[src/rtl/bin_to_bcd_conv.sv]
// Sequential binary-to-BCD converter (double dabble, one bit per clock, MSB first).
// Define BIN_TO_BCD_SIGNED_EN to treat bin as two's complement and report its sign on neg.
module bin_to_bcd_conv #(
  parameter int BIN_W  = 16,
  parameter int DIGITS = 5
) (
  input  logic                  clk,
  input  logic                  rst_n,
  input  logic                  st,
  input  logic [BIN_W-1:0]      bin,
  output logic [4*DIGITS-1:0]   dec,
  output logic                  busy,
  output logic                  ok,
  output logic                  ovf,
  output logic                  neg
);

  localparam int BCD_W = 4 * DIGITS;
  localparam int CNT_W = $clog2(BIN_W + 1);

  typedef enum logic [1:0] {IDLE, SHIFT, DONE} state_t;

  state_t            state, state_nxt;
  logic [CNT_W-1:0]  cnt;
  logic [BIN_W-1:0]  opnd;
  logic [BCD_W-1:0]  work;
  logic              ovf_st;
  logic              sign_cap;
  logic              sign_in;
  logic [BIN_W-1:0]  mag_in;
  logic              accept;
  logic              last;
  logic [BCD_W-1:0]  adj;
  logic [BCD_W-1:0]  shifted;
  logic              carry;

  function automatic logic [BCD_W-1:0] add3(input logic [BCD_W-1:0] w);
    logic [BCD_W-1:0] r;
    r = w;
    for (int i = 0; i < DIGITS; i++) begin
      if (w[4*i +: 4] >= 4'd5) r[4*i +: 4] = w[4*i +: 4] + 4'd3;
    end
    return r;
  endfunction

  function automatic logic [BCD_W-1:0] saturate(input logic [BCD_W-1:0] w, input logic o);
    return o ? {DIGITS{4'h9}} : w;
  endfunction

`ifdef BIN_TO_BCD_SIGNED_EN
  logic signed [BIN_W-1:0] bin_s;
  logic signed [BIN_W-1:0] bin_neg;
  assign bin_s   = bin;
  assign bin_neg = -bin_s;
  assign sign_in = bin[BIN_W-1];
  // -2^(BIN_W-1) negates to itself, which read unsigned is the right magnitude
  assign mag_in  = sign_in ? bin_neg : bin;
`else
  assign sign_in = 1'b0;
  assign mag_in  = bin;
`endif

  assign accept  = st && (state != SHIFT);
  assign last    = (cnt == CNT_W'(BIN_W - 1));
  assign adj     = add3(work);
  assign shifted = {adj[BCD_W-2:0], opnd[BIN_W-1]};
  assign carry   = adj[BCD_W-1];

  always_comb begin
    state_nxt = state;
    busy      = 1'b0;
    ok        = 1'b0;
    case (state)
      IDLE:  if (st) state_nxt = SHIFT;
      SHIFT: begin
        busy = 1'b1;
        if (last) state_nxt = DONE;
      end
      DONE: begin
        ok = 1'b1;
        if (st) state_nxt = SHIFT;
      end
      default: state_nxt = IDLE;
    endcase
  end

  always_ff @(posedge clk or negedge rst_n) begin
    if (!rst_n) begin
      state <= IDLE;
      cnt   <= '0;
      dec   <= '0;
      ovf   <= 1'b0;
      neg   <= 1'b0;
    end else begin
      state <= state_nxt;
      if (accept) cnt <= '0;
      else if (state == SHIFT) cnt <= cnt + 1'b1;
      // Result registers change only on the edge that enters DONE
      if (state == SHIFT && last) begin
        dec <= saturate(shifted, ovf_st | carry);
        ovf <= ovf_st | carry;
        neg <= sign_cap;
      end
    end
  end

  always_ff @(posedge clk) begin
    if (accept) begin
      opnd     <= mag_in;
      work     <= '0;
      ovf_st   <= 1'b0;
      sign_cap <= sign_in;
    end else if (state == SHIFT) begin
      opnd     <= opnd << 1;
      work     <= shifted;
      ovf_st   <= ovf_st | carry;
    end
  end

endmodule
[config.mk]
export PLATFORM = sky130hd
export DESIGN_NAME = bin_to_bcd_conv
export DESIGN_NICKNAME = d
export VERILOG_FILES = /design/src/rtl/bin_to_bcd_conv.sv
export SDC_FILE = /design/constraint.sdc
export NUM_CORES = 1
export LEC_CHECK = 0
export ABC_AREA = 1
export CELL_PAD_IN_SITES_DETAIL_PLACEMENT = 1
export CELL_PAD_IN_SITES_GLOBAL_PLACEMENT = 1
export CORE_MARGIN = 2
export CORE_UTILIZATION = 44
export CTS_CLUSTER_DIAMETER = 50
export DETAILED_ROUTE_END_ITERATION = 10
export GPL_ROUTABILITY_DRIVEN = 0
export GPL_TIMING_DRIVEN = 0
export HOLD_SLACK_MARGIN = 0.12
export PLACE_DENSITY = 0.83
export SLEW_MARGIN = 15
export SYNTH_ARGS = -nofsm -noshare
export SYNTH_HDL_FRONTEND = slang
export SYNTH_SLANG_ARGS = --single-unit
[constraint.sdc]
create_clock -name clk -period 3.4 [get_ports clk]
set_input_delay 0.68 -clock clk [delete_from_list [all_inputs] [get_ports clk]]
set_output_delay 0.68 -clock clk [all_outputs]
set_load 0.05 [all_outputs]
==> reports/results.ini <==
[global_routing]
first_global_vias=3037
gr-total-overflow=0
grt_pass1_wl_mm=14.6
track_usage=0.227
grt_max_degree=29
antenna_found_initial=0

[die]
ios=43
core_um2=7210
die_y_um=90.0
rows=31
initial_core_util=0.451
fp.dieArea_um2=8090
die_w_um=90.0

[detailed_routing]
wl_per_cell_um=14.9
drtIter0Drc=93
drt-total-wl_mm=8.52
ant_nets=0
dr.pass1.iters=4
drc_errors=0
vias_per_cell=5.12
vias=2921

[final_layout]
instances_no_fill=571
fillCellCount=910
drive_gt1_frac=0.0742
layout_common_cells=149 x nand2_1, 52 x inv_1, 40 x clkdlybuf4s50_1
diodes=0
area_delta_synth_final_pct=21.1
mostFrequentLayoutCell=nand2_1
nNetsFinal=498

[hold_path]
hp-class=input pin to asynchronous set/reset pin

[worst_setup_path]
r2r_slack_ps=1400
r2r-end=dec[13]
rr_worst_depth=8
r2r_start=cnt[0]
cp_data_required_time_ps=2720
critical_path.max_fanout=10
crit_path_end_kind=primary output
cp.arrival_ps=2130
crit_type=flip-flop to primary output
worst_setup_path_start_kind=flip-flop

[timing]
rsz0062_at_grt=no
finalCritPeriodShare=0.826
fin_skew_ps=12.8
max-slew-margin-rel=0.549
final.min_clock_period_ps=2810
drv_slew=0
final_hold_viol_count=0
setup_viol=0
fin_setup_tns_ps=0
max_freq_mhz=356
tightest_slew_ps=676

[cts]
cts_sinks=65
htree_levels=3
cts_setup_buffers=0
cts_made_buffers=9
clk_pin_slew_ps=80
cts-root-buf=clkbuf_8
cts_buffer_depth=2
post_cts_resized=0
clock_latency_ps=350
cts_hold_buf=0
cts_tree=built

[pwr]
p_leak_nw=2.00
peakVddDrop_uv=316
power_density_nw_per_um2=1070

[flow_run]
drv_cap=0

[status]
outcome=finished clean

[synth]
syn_inst=415
async_flop_share=0.431
synth_nets=446
ys_seq_area_frac=0.493
synth_flop_cell=dfrtp_1
synth_cell_type_count=29
ys_warn_count=0
synth-edff-count=16
synth_area_per_cell_um2=7.83
mappedNetlistArea_um2=3250
ys_ff_latch=65

[place]
placed_cells=555
port_buffers=41
hpwl_mm=5.89

## sequential cells by signal (all words and copies together) (netlist names)
name / count
state: 2
opnd: 16
work: 20
cnt: 5
dec: 20
ovf_st: 1
ovf: 1
## routing by layer
layer | vias up | share of wire | GRT usage
met5 | - | 0 | 0
met4 | 0 | 0.031 | 0.113
met3 | 17 | 0.029 | 0.0377
met2 | 62 | 0.52 | 0.408
met1 | 1420 | 0.42 | 0.260
li1 | 1422 | - | -
## synth_stat cells, types with 2 or more instances
| cell | count | area [um2] |
|---|---|---|
| nand3_1 | 21 | 105 |
| or2_1 | 5 | 31.3 |
| ha_1 | 12 | 150 |
| dfrtp_1 | 28 | 701 |
| buf_6 | 2 | 22.5 |
| buf_2 | 4 | 20.0 |
| nand2_1 | 149 | 559 |
| nand4_1 | 20 | 125 |
| or2_2 | 5 | 31.3 |
| edfxtp_1 | 16 | 480 |
| inv_1 | 52 | 195 |
| dfxtp_1 | 21 | 420 |
| buf_4 | 3 | 22.5 |
| a21oi_1 | 8 | 40.0 |
| o21ai_0 | 26 | 130 |
| nor2_1 | 27 | 101 |
| clkbuf_1 | 3 | 11.3 |
| o22ai_1 | 2 | 12.5 |
## cell type report
cell class / count / area, um2 / area share
plain buffers: 12 / 76.3 / 0.0194
repair buffers: 41 / 405 / 0.103
multi-input cells: 282 / 1360 / 0.344
clock buffers: 12 / 135 / 0.0343
inverters: 56 / 218 / 0.0553
flip-flops and latches: 65 / 1600 / 0.407
clock inverters: 4 / 22.5 / 0.00572
well taps: 99 / 124 / 0.0315
## power breakdown
group | total, mW | internal [mW] | switching, mW | leakage [nW]
clock network | 0.562 | 0.262 | 0.301 | 0.0801
registers | 1.43 | 1.21 | 0.220 | 0.711
logic | 2.23 | 0.721 | 1.51 | 1.21
## kinds of logic (layout without fill, tap and decap cells)
logic type,Yosys count,after routing,share of synthesized area
adder cells (fa/ha/maj),12,12,0.0462
AND/OR/NAND/NOR,231,231,0.308
AO/OA/AOI/OAI,38,38,0.0612
other,1,1,0.00115
buffers and inverters,68,125,0.0905
flip-flops,65,65,0.493
## worst max path at each step
stage          endpoint  slack, ps      from
5_1_grt            busy        500  state[1]
6_report           busy        590  state[1]
3_5_place_dp       busy        960  state[1]
3_3_place_gp       busy        970  state[1]
2_1_floorplan        ok       1620  state[0]
4_1_cts            busy        580  state[1]
## critical path, stage by stage, from the launching register on
cell and delay (ps):
dfrtp_1 360, inv_1 100, nand2_4 90, inv_6 120
buf_2 260, clkdlybuf4s50_1 850
## stage by stage
| step | total power, mW | worst slack (ps) | hold slack, ps | utilization | area [um2] |
|---|---|---|---|---|---|
| finish | 4.22 | 592 | 363 | 0.546 | 3940 |
| global route | 4.57 | 499 | 393 | 0.546 | 3940 |
| CTS | 4.25 | 577 | 384 | 0.546 | 3940 |
| detailed placement | 3.65 | 961 | 465 | 0.524 | 3780 |
| global placement | 3.54 | 965 | 462 | 0.525 | 3780 |
| floorplan | 2.96 | 1620 | 384 | - | 3250 |
Power figures use the tool's default switching activity.
